$ cat src/rtl/addsub_arbiter.sv
// addsub_arbiter
//   Shares one add/subtract unit between two requesters, r0 and r1. A command
//   is accepted over a valid/ready handshake. Its operands are registered onto
//   au_*. The block waits LATENCY cycles, captures the unit's result, and
//   returns it over a response handshake. Only one operation is in flight at a
//   time. When both requesters ask at once, the grants alternate through a
//   priority pointer that moves to the other requester after each response.
//
// Ports
//   clk, rst                       clock (rising edge), async active-high reset
//   rN_valid / rN_ready            command handshake (ready is combinational)
//   rN_a, rN_b, rN_sel             operands; sel 0 = add, 1 = subtract
//   rN_rsp_valid / rN_rsp_ready    response handshake
//   rN_sum, rN_carry, rN_overflow  registered result returned to requester N
//   au_a, au_b, au_sel             registered operands to the shared unit
//   au_sum, au_carry, au_overflow  result from the shared unit
module addsub_arbiter #(
  parameter int WIDTH   = 16,
  parameter int LATENCY = 1
) (
  input  logic             clk,
  input  logic             rst,
  input  logic             r0_valid,
  output logic             r0_ready,
  input  logic [WIDTH-1:0] r0_a,
  input  logic [WIDTH-1:0] r0_b,
  input  logic             r0_sel,
  output logic             r0_rsp_valid,
  input  logic             r0_rsp_ready,
  output logic [WIDTH-1:0] r0_sum,
  output logic             r0_carry,
  output logic             r0_overflow,
  input  logic             r1_valid,
  output logic             r1_ready,
  input  logic [WIDTH-1:0] r1_a,
  input  logic [WIDTH-1:0] r1_b,
  input  logic             r1_sel,
  output logic             r1_rsp_valid,
  input  logic             r1_rsp_ready,
  output logic [WIDTH-1:0] r1_sum,
  output logic             r1_carry,
  output logic             r1_overflow,
  output logic [WIDTH-1:0] au_a,
  output logic [WIDTH-1:0] au_b,
  output logic             au_sel,
  input  logic [WIDTH-1:0] au_sum,
  input  logic             au_carry,
  input  logic             au_overflow
);

  typedef enum logic [1:0] {IDLE, EXEC, RESP} state_t;

  localparam logic [3:0] LAT = 4'(LATENCY);

  if (LATENCY < 1 || LATENCY > 15) begin : g_bad_latency
    $error("addsub_arbiter: LATENCY must be in 1..15");
  end

  state_t     state;
  logic       prio;   // requester that wins when both are valid
  logic       owner;  // requester whose operation is in flight
  logic [3:0] count;
  logic       grant0;
  logic       grant1;

  // The pointer only breaks ties. A lone requester always wins.
  always_comb begin
    grant0 = r0_valid & (~r1_valid | ~prio);
    grant1 = r1_valid & (~r0_valid | prio);
  end

  assign r0_ready = (state == IDLE) & grant0;
  assign r1_ready = (state == IDLE) & grant1;

  always_ff @(posedge clk or posedge rst) begin
    if (rst) begin
      state        <= IDLE;
      prio         <= 1'b0;
      owner        <= 1'b0;
      count        <= 4'd0;
      au_a         <= '0;
      au_b         <= '0;
      au_sel       <= 1'b0;
      r0_rsp_valid <= 1'b0;
      r0_sum       <= '0;
      r0_carry     <= 1'b0;
      r0_overflow  <= 1'b0;
      r1_rsp_valid <= 1'b0;
      r1_sum       <= '0;
      r1_carry     <= 1'b0;
      r1_overflow  <= 1'b0;
    end else begin
      case (state)
        IDLE: begin
          // A grant in IDLE is a handshake, because ready equals the grant here.
          if (grant0 | grant1) begin
            owner  <= grant1;
            au_a   <= grant1 ? r1_a : r0_a;
            au_b   <= grant1 ? r1_b : r0_b;
            au_sel <= grant1 ? r1_sel : r0_sel;
            count  <= LAT;
            state  <= EXEC;
          end
        end
        EXEC: begin
          count <= count - 4'd1;
          // The unit has had LATENCY full cycles since the operands were driven.
          if (count == 4'd1) begin
            if (owner) begin
              r1_rsp_valid <= 1'b1;
              r1_sum       <= au_sum;
              r1_carry     <= au_carry;
              r1_overflow  <= au_overflow;
            end else begin
              r0_rsp_valid <= 1'b1;
              r0_sum       <= au_sum;
              r0_carry     <= au_carry;
              r0_overflow  <= au_overflow;
            end
            state <= RESP;
          end
        end
        RESP: begin
          if (owner ? r1_rsp_ready : r0_rsp_ready) begin
            r0_rsp_valid <= 1'b0;
            r1_rsp_valid <= 1'b0;
            prio         <= ~owner;
            state        <= IDLE;
          end
        end
        default: state <= IDLE;
      endcase
    end
  end

endmodule

$ cat config.mk
export PLATFORM = sky130hd
export DESIGN_NAME = addsub_arbiter
export DESIGN_NICKNAME = d
export VERILOG_FILES = /design/src/rtl/addsub_arbiter.sv
export SDC_FILE = /design/constraint.sdc
export NUM_CORES = 1
export LEC_CHECK = 0
export ABC_AREA = 1
export CAP_MARGIN = 20
export CORE_MARGIN = 8
export CORE_UTILIZATION = 30
export CTS_CLUSTER_SIZE = 25
export DETAILED_ROUTE_END_ITERATION = 7
export PLACE_DENSITY = 0.65
export SKIP_LAST_GASP = 1
export SYNTH_ARGS = -nofsm -noshare
export SYNTH_HDL_FRONTEND = slang
export SYNTH_SLANG_ARGS = --single-unit
$ cat constraint.sdc
create_clock -name clk -period 4 [get_ports clk]
set_clock_uncertainty 0.2 [all_clocks]
set_input_delay 1.2 -clock clk [delete_from_list [all_inputs] [get_ports clk]]
set_output_delay 1.2 -clock clk [all_outputs]
set_load 0.02 [all_outputs]
; ---- Yosys cells after proc, flatten, opt, wreduce, memory -nomap -nowiden
; Index checks and enable logic that the tools add are counted.
; W data, S select, Z words.
[classes]
addsub = 1
eq_ne = 8
mux = 17
bitwise = 11
n_reduce_logical = 11
[op_table]
columns = operator, n
row1 = $mux W16, 2
row2 = $reduce_and A3 Y1, 3
row3 = $ne A2 B2 Y1 const B, 4
row4 = $pmux W4 S2, 1
row5 = $reduce_and A4 Y1, 2
row6 = $mux W1, 7
row7 = $mux W2, 3
row8 = $pmux W2 S3, 1
row9 = $reduce_and A2 Y1, 3
row10 = $and A1 B1 Y1, 4
row11 = $eq A4 B1 Y1 const B, 1
row12 = $mux W4, 1
row13 = $not A1 Y1, 4
row14 = $pmux W1 S2, 2
row15 = $reduce_bool A2 Y1, 2
row16 = $sub A4 B1 Y4 const B, 1
row17 = $or A1 B1 Y1, 3
row18 = $eq A2 B1 Y1 const B, 1
row19 = $eq A2 B2 Y1 const B, 1
row20 = $logic_not A2 Y1, 1
row21 = $ne A2 B1 Y1 const B, 1
[word_totals]
register_bits = 79
inputBits = 90
output_inout_bits = 73
word_cells = 63

; ---- Logic depth before layout (Yosys ltp)
; Gate-level depths: netlist (run 1).
[depth]
word_depth = 6
mapped_depth = 8

; ---- Worst setup path after synthesis (run 1)
; No wires, ideal clock.
[synth_timing]
path_type = input to output
start = input r1_valid
end = output r0_ready
arrival_ps = 1897
t_required_ps = 2600
path_slack_ps = 703
stages = 3
n_path_buf = 2
cell_sequence = buf_2 > buf_2 > a21oi_1
[synth_via]
elab_chain_cells = 4
[synth_rtl]
columns = element, line
row1 = "start, declared", 33  ; input logic r1_valid,
row2 = $not A1 Y1, 68  ; grant0 = r0_valid & (~r1_valid | ~prio);
row3 = $or A1 B1 Y1, 68
row4 = $and A1 B1 Y1, 68
row5 = $and A1 B1 Y1, 72  ; assign r0_ready = (state == IDLE) & grant0;
row6 = "end, declared", 24  ; output logic r0_ready,
; No other way between the ends.

; ---- Worst setup path in the final report (run 1)
[layout_timing]
start = input r1_valid
end = output r1_ready
[layout_via]
elab_chain_cells = 2
[layout_rtl]
columns = element, line
row1 = $and A1 B1 Y1, 69  ; grant1 = r1_valid & (~r0_valid | prio);
row2 = $and A1 B1 Y1, 73  ; assign r1_ready = (state == IDLE) & grant1;
row3 = "end, declared", 34  ; output logic r1_ready,
; No other way between the ends.

==> results of run 1 <==
state kept, by name (all words and copies together) (netlist names):
signal and flops:
au_sel 1, r0_carry 1, au_a 16, r1_carry 1
count 4, r0_sum 16, au_b 16, owner 1
prio 1, state 2, r1_rsp_valid 1, r0_rsp_valid 1
r1_overflow 1, r1_sum 16, r0_overflow 1
layout make-up:
cell class,instances,area (um2)
clock buffers,11,233
multi-input cells,356,1510
repair buffers,168,1680
fillers,1160,6280
clock inverters,4,95.1
flip-flops and latches,79,1980
well taps,147,184
inverters,12,46.3
power by group through the flow:
stage	registers, W	logic (W)	clock network (W)
2_1_floorplan	0.00185	0.000885	0
6_report	0.00143	0.00233	0.000921
3_5_place_dp	0.00143	0.00237	0
4_1_cts	0.00143	0.00238	0.000944
3_3_place_gp	0.00142	0.00233	0
5_1_grt	0.00148	0.00258	0.000975
per-stage QoR:
| stage | hold slack, ps | total power, W | util |
|---|---|---|---|
| 3_3_place_gp | 253 | 0.00375 | 0.449 |
| 3_5_place_dp | 258 | 0.00380 | 0.449 |
| 4_1_cts | 273 | 0.00475 | 0.477 |
| 6_report | 270 | 0.00468 | 0.477 |
| 5_1_grt | 292 | 0.00504 | 0.477 |
| 2_1_floorplan | 275 | 0.00273 | - |
Yosys cell counts:
library cell	count
nand2_1	275
nand2_4	2
ha_1	2
inv_2	3
buf_4	4
o21ai_0	5
clkbuf_1	4
nand3_1	58
dfrtp_1	79
nor2_2	1
nand2_2	3
buf_6	5
o21ai_2	1
nor2_4	2
buf_2	10
nand3_2	1
nor2_8	1
inv_1	9
nor2_1	3
a21oi_1	2
logic make-up after synthesis:
family          count (synthesis)
buf+inv                        35
flops                          79
fa+ha+maj                       2
compound gates                  8
simple gates                  346
layer usage:
layer  routed length [um]  up-vias  track usage
met1                 5000     1655        0.182
met2                 5510      135        0.241
met5                    0        -            0
met3                 1430       11       0.0800
li1                     -     1771            -
met4                  109        0       0.0350
worst reg2reg max path, delay by kind of cell (launching register included):
kind	cells	cell delay (ps)
flops	1	400
buf+inv	2	650
fa+ha+maj	1	160
simple gates	4	810
final timing paths:
path | to | slack (ps) | depth (start not counted)
worst min-delay path | r0_overflow$_DFFE_PP0P_ | 270 | 2
max in group asynchronous | au_a[11]$_DFFE_PP0P_ | 2180 | 3
worst max-delay path | r1_ready | 410 | 4
worst min register to register | r0_overflow$_DFFE_PP0P_ | 270 | 2
min in group asynchronous | r0_overflow$_DFFE_PP0P_ | 1080 | 3
worst max register to register | r0_carry$_DFFE_PP0P_ | 1690 | 7
==> out/qor.txt, run 1 <==
status = complete, no violations
CTS root buf = clkbuf_16
Synth area leader = dfrtp_1
PortBufs = 162
P_sw = 0.00190 W
initial antenna violation count = 0
cell area after synthesis = 3680 um2
clock share of power = 0.197
combinational family with the most area after synthesis = simple AND/OR/NAND/NOR gates
FMAX = 278 MHz
Slowest-stage cell, CP = clkdlybuf4s50_1
Slowest Stage Delay on Critical Path = 550 ps
DR WL/cell = 15.5 um
Sw Share = 0.406
mux contribution to synthesized area = 0
fin nets = 718
initial detailed-routing violation count = 134
Fin Setup TNS = 0 ps
Synth top area share = 0.538
post-synthesis adder-cell area fraction = 0.00681
Max Cap Viol = 0
Synth Area in XOR/XNOR = 0
Die X = 127 um
non-filler cells, final = 777
Placer Congestion = 0.782
dpl ws = 32.7 ps
Slew Limit Fails = 0
Area Overhead vs Synth = 55.9%
final worst path period share = 0.899
chip height = 127 um
reg2reg start = count[1]$_DFFE_PP0P_
P_leak = 2.88 nW
CP bufs+invs = 3
Post-Synth Simple-Gate Area = 0.390
sequential area share after synthesis = 0.538
final routed DRC violation total = 0
worst path required time = 2600 ps
ANT cells = 0
most frequent cells in the layout = 275 x nand2_1, 160 x clkdlybuf4s50_1, 79 x dfrtp_1
# hold bufs at CTS = 0
crit path max fanout = 3
Worst Setup Path Type = in2out
Clock Tree Buf Depth = 2
Pre-antenna DRT Iters = 4
DRT Wirelength = 12.0 mm
Hold Crit Start = r0_overflow$_DFFE_PP0P_
worst hold path class = reg2reg
Num Clock Sinks = 79
CORE AREA = 12000 um2
Power Internal = 0.00278 W
vias per cell = 4.60
H-tree lvl count = 3
first-pass GRT wire length = 19.9 mm
YS warnings = 0
vias in the first global route = 3788
Synth Net Count = 562
share of layout cells above drive strength 1 = 0.0540
critical-path cell list = clkdlybuf4s50_1 > nand3_1 > inv_1 > dlymetal6s2s_1
Netlist cell types = 20
placed cell area = 5400 um2
worst vdd ir = 376 uV
RSZ-0062 raised after global routing = false
sequential share of power = 0.306
pwr/cell area = 817 nW/um2
crit end category = output pin
Post-CTS Setup Inserts = 0
top post-synthesis cells by area = dfrtp_1 54%, nand2_1 28%, nand3_1 7.9%, buf_6 1.5%, buf_2 1.4%
most common cell after layout, fill and taps aside = nand2_1
Fin. Hold Viols = 0
Synth Area per Inst = 7.82 um2
initial core utilization = 0.306
critical path launch point = r1_valid
CTS buffer count = 9
CTS resizes = 0
CTS clk-pin slew, worst paths = 60 ps
post-DP HPWL = 8.52 mm
Worst slew margin = 0.514
Design Area, Final = 5730 um2
Final Setup Violations = 0
total number of vias = 3572
Std-Cell Rows = 40
CP startpoint kind = input pin
Syn Inst Count = 470
I/O pin total = 163
largest net degree at the start of global routing = 80
Clk Latency, worst-skew pair = 330 ps
DIE AREA = 16100 um2
Tmin final = 3590 ps
GRT Resource Usage Total = 0.153
grt total ovfl = 0
antenna-violating nets left = 0
CTS tree = done
power share of the combinational group = 0.497
Slew @ Worst Pin = 729 ps
Compound-Gate Fraction of Synth Area = 0.0119
Yosys reg bits = 79
worst path arrival time = 2190 ps
Largest delay share family, worst path = buffers and inverters
placed insts = 762
final worst slack = 406 ps
Note: power is estimated with default switching activity, not from simulation.
==> run 2: changes to the inputs <==
--- a/config.mk
+++ b/config.mk
@@ -11,8 +11,10 @@
 export CORE_UTILIZATION = 30
 export CTS_CLUSTER_SIZE = 25
 export DETAILED_ROUTE_END_ITERATION = 7
+export MAX_ROUTING_LAYER = met4
 export PLACE_DENSITY = 0.65
 export SKIP_LAST_GASP = 1
+export SLEW_MARGIN = 20
 export SYNTH_ARGS = -nofsm -noshare
 export SYNTH_HDL_FRONTEND = slang
 export SYNTH_SLANG_ARGS = --single-unit
==> run 2 against run 1 <==
Effect of this change: sequential share of layout area stayed put; count of clock-buffer cells in the layout stayed put; wire length hardly changed; utilization stayed put; hold slack better by 2.2 ps; non-clock buffer count stayed put; flip-flop and latch count stayed put; sequential power hardly changed; critical path depth stayed put; cell count stayed put; clock power hardly changed; highest routed layer unchanged.
==> out/qor.txt, run 2 (synthesis results as in run 1) <==
worst path arrival time = 2200 ps
DR WL/cell = 15.5 um
PortBufs = 162
vias per cell = 4.60
initial antenna violation count = 0
status = complete, no violations
FF+latch area = 1980 um2
chip height = 127 um
Worst slew margin = 0.510
Slowest Stage Delay on Critical Path = 560 ps
CTS root buf = clkbuf_16
ANT cells = 0
CTS clk-pin slew, worst paths = 60 ps
critical-path cell list = clkdlybuf4s50_1 > nand3_1 > inv_1 > dlymetal6s2s_1
H-tree lvl count = 3
Slowest-stage cell, CP = clkdlybuf4s50_1
Pre-antenna DRT Iters = 5
worst path required time = 2600 ps
layout filler cell count = 1160
crit path max fanout = 3
area of the multi-input gates = 1510 um2
reg2reg setup slack = 1670 ps
Design Area, Final = 5730 um2
Clock Tree Buf Depth = 2
final worst path period share = 0.899
Slew @ Worst Pin = 734 ps
initial detailed-routing violation count = 139
final worst slack = 403 ps
Area Overhead vs Synth = 55.9%
CP startpoint kind = input pin
Std-Cell Rows = 40
fin nets = 718
Max Cap Viol = 0
largest net degree at the start of global routing = 80
grt total ovfl = 0
# hold bufs at CTS = 0
GRT Resource Usage Total = 0.158
vias in the first global route = 3803
Placer Congestion = 0.792
placed cell area = 5400 um2
I/O pin total = 163
CTS tree = done
initial core utilization = 0.306
post-DP HPWL = 8.52 mm
RSZ-0062 raised after global routing = false
worst hold margin = 272 ps
antenna-violating nets left = 0
Worst Setup Path Type = in2out
Final Setup Violations = 0
P_leak = 2.88 nW
DRT Wirelength = 12.1 mm
Die X = 127 um
worst vdd ir = 375 uV
FMAX = 278 MHz
Fin Setup TNS = 0 ps
share of layout cells above drive strength 1 = 0.0540
CORE AREA = 12000 um2
dpl ws = 32.7 ps
Tmin final = 3600 ps
most common cell after layout, fill and taps aside = nand2_1
post-layout util = 0.477
first-pass GRT wire length = 19.8 mm
total number of vias = 3571
Clk Latency, worst-skew pair = 330 ps
Num Clock Sinks = 79
pwr/cell area = 817 nW/um2
worst hold path class = reg2reg
Slew Limit Fails = 0
CTS buffer count = 9
Fin. Hold Viols = 0
crit end category = output pin
most frequent cells in the layout = 275 x nand2_1, 160 x clkdlybuf4s50_1, 79 x dfrtp_1
final routed DRC violation total = 0
DIE AREA = 16100 um2
run 2: cell counts in the layout (fill, tap and decap cells not counted):
No cell type changed its count.
run 2: path summary, 6_finish.rpt:
check	start	endpoint	cells after the start
max	r1_valid	r1_ready	4
min	r0_overflow$_DFFE_PP0P_	r0_overflow$_DFFE_PP0P_	2
max reg2reg	count[1]$_DFFE_PP0P_	r0_carry$_DFFE_PP0P_	7
min reg2reg	r0_overflow$_DFFE_PP0P_	r0_overflow$_DFFE_PP0P_	2
max in group asynchronous	rst	au_a[11]$_DFFE_PP0P_	3
min in group asynchronous	rst	r0_overflow$_DFFE_PP0P_	3
run 2: power breakdown:
group / switching, W / leakage (nW) / internal, W / total, W
clock network: 0.000316 / 0.160 / 0.000606 / 0.000922
logic: 0.00135 / 1.76 / 0.000978 / 0.00232
registers: 0.000238 / 0.966 / 0.00119 / 0.00143
total: 0.00190 / 2.88 / 0.00278 / 0.00468
run 2: repair_timing:
action,CTS,global route
gates resized for setup,0,2
setup endpoints to repair,0,2
setup buffers,0,0
run 2: stage by stage:
stage / total power [W] / cells
6_report: 0.00468 / 777
5_1_grt: 0.00504 / 777
4_1_cts: 0.00475 / 777
3_5_place_dp: 0.00380 / 762
3_3_place_gp: 0.00375 / 762
2_1_floorplan: 0.00273 / 470
run 2: routing by layer:
| metal | wire [um] | vias to the layer above | track usage |
|---|---|---|---|
| li1 | - | 1771 | - |
| met1 | 5240 | 1659 | 0.189 |
| met2 | 5500 | 130 | 0.242 |
| met3 | 1210 | 11 | 0.0691 |
| met4 | 111 | 0 | 0.0350 |
| met5 | 0 | - | - |
run 2: critical path: cells and delay by family:
family,cells,cell delay [ps]
buffers and inverters,3,860
AND/OR/NAND/NOR,1,140
run 2: layout make-up:
class,instances,share of cell area
Sequential cell,79,0.345
Inverter,12,0.00808
Clock inverter,4,0.0166
Timing Repair Buffer,168,0.294
Tap cell,147,0.0321
Clock buffer,11,0.0406
Multi-Input combinational cell,356,0.264
==> run 3: changes to the inputs <==
--- a/config.mk
+++ b/config.mk
@@ -12,7 +12,7 @@
 export CTS_CLUSTER_SIZE = 25
 export DETAILED_ROUTE_END_ITERATION = 7
 export MAX_ROUTING_LAYER = met4
-export PLACE_DENSITY = 0.65
+export PLACE_DENSITY = 0.72
 export SKIP_LAST_GASP = 1
 export SLEW_MARGIN = 20
 export SYNTH_ARGS = -nofsm -noshare
==> run 3 against run 2 <==
Effect of this change: die area is the same; wire length shrank 4.3%; non-clock buffer count did not move; utilization shrank 0.35 points; register-to-register slack improved by 270 ps; hold slack hardly changed; total power decreased by 2.7%; fmax shrank 4.4%; critical path type unchanged; highest routed layer unchanged.
==> out/qor.txt, run 3 (synthesis results as in run 1) <==
fin nets = 718
I/O pin total = 163
Slew Limit Fails = 0
Worst Setup Path Type = in2out
final worst slack = 238 ps
P_leak = 2.84 nW
final routed DRC violation total = 0
pwr/cell area = 801 nW/um2
Clock Tree Buf Depth = 2
DRT Wirelength = 11.5 mm
initial core utilization = 0.306
dpl ws = -49.0 ps
Final Setup Violations = 0
PortBufs = 162
CTS buffer count = 9
Pre-antenna DRT Iters = 4
Clk Latency, worst-skew pair = 320 ps
post-layout util = 0.473
GRT Resource Usage Total = 0.147
Std-Cell Rows = 40
DR WL/cell = 14.8 um
worst hold path class = reg2reg
share of layout cells above drive strength 1 = 0.0571
crit end category = output pin
initial antenna violation count = 1
post-DP HPWL = 8.57 mm
CTS root buf = clkbuf_16
first-pass GRT wire length = 18.6 mm
# hold bufs at CTS = 0
vias in the first global route = 3616
Post-CTS Setup Inserts = 0
H-tree lvl count = 3
placed cell area = 5390 um2
RSZ-0062 raised after global routing = false
status = complete, no violations
CP startpoint kind = input pin
antenna-violating nets left = 0
worst vdd ir = 416 uV
crit path max fanout = 4
vias per cell = 4.57
DIE AREA = 16100 um2
Worst slew margin = 0.538
Tmin final = 3760 ps
final worst path period share = 0.941
Num Clock Sinks = 79
chip height = 127 um
most frequent cells in the layout = 275 x nand2_1, 160 x clkdlybuf4s50_1, 79 x dfrtp_1
CTS tree = done
Max Cap Viol = 0
initial detailed-routing violation count = 135
most common cell after layout, fill and taps aside = nand2_1
largest net degree at the start of global routing = 42
grt total ovfl = 0
worst path arrival time = 2360 ps
CTS clk-pin slew, worst paths = 50 ps
Area Overhead vs Synth = 54.7%
CORE AREA = 12000 um2
total number of vias = 3559
Placer Congestion = 0.858
worst path required time = 2600 ps
Die X = 127 um
FMAX = 266 MHz
Slew @ Worst Pin = 692 ps
Fin. Hold Viols = 0
Design Area, Final = 5690 um2
==> run 3: changes by cell type in the layout (fill, tap and decap cells not counted), sizes merged <==
| cell | previous run | this run |
|---|---|---|
| dlygate4sd2 | 0 | 2 |
| bufinv | 3 | 1 |
| clkbuf | 11 | 10 |
| clkinv | 2 | 3 |
| dlymetal6s2s | 2 | 0 |
| clkinvlp | 0 | 2 |
| diode | 0 | 1 |
==> run 3: worst paths after layout <==
check | start | to | slack (ps) | depth (start not counted)
min in group asynchronous | rst | au_b[0]$_DFFE_PP0P_ | 1080 | 2
setup / recovery | r1_valid | r1_ready | 240 | 4
setup reg to reg | prio$_DFFE_PP0P_ | au_a[3]$_DFFE_PP0P_ | 1940 | 9
hold reg to reg | au_a[9]$_DFFE_PP0P_ | au_a[9]$_DFFE_PP0P_ | 270 | 2
hold / removal | au_a[9]$_DFFE_PP0P_ | au_a[9]$_DFFE_PP0P_ | 270 | 2
max in group asynchronous | rst | count[1]$_DFFE_PP0P_ | 1860 | 3
==> run 3: power by group <==
| part | internal [W] | total, W | switching, W |
|---|---|---|---|
| clock | 0.000496 | 0.000805 | 0.000309 |
| sequential | 0.00119 | 0.00143 | 0.000233 |
| combinational | 0.000979 | 0.00232 | 0.00134 |
| total | 0.00267 | 0.00455 | 0.00188 |
==> run 3: per-stage QoR <==
step           hold slack, ps  power, W  TNS, ps  cells
2_1_floorplan             275   0.00273        0    470
3_3_place_gp              254   0.00372    -57.1    762
3_5_place_dp              262   0.00379    -49.0    762
4_1_cts                   277   0.00462        0    777
5_1_grt                   293   0.00488        0    778
6_report                  272   0.00455        0    778
==> run 3: cell type report <==
| class | instances | area, um2 |
|---|---|---|
| antenna | 1 | 2.50 |
| clock buffer | 10 | 239 |
| clock inverter | 5 | 58.8 |
| fill | 1179 | 6320 |
| inverter | 12 | 46.3 |
| multi-input combinational | 356 | 1500 |
| sequential | 79 | 1980 |
| tap | 147 | 184 |
| timing repair buffer | 168 | 1680 |
==> run 3: what timing repair did <==
item | CTS | global route
endpoints found under the hold margin | 0 | 0
resized for setup | 2 | 0
endpoints found under the setup margin | 2 | 0
==> run 3: critical path, stage by stage <==
cell	delay [ps]
clkdlybuf4s50_1	570
nand3_1	150
inv_1	80
dlygate4sd2_1	360
==> run 3: routing by layer <==
layer  GRT usage  up-vias  wire length (um)
li1            -     1779                 -
met1       0.170     1639              5100
met2       0.233      131              5250
met3      0.0574       10              1050
met4      0.0399        0               135
met5           -        -                 0
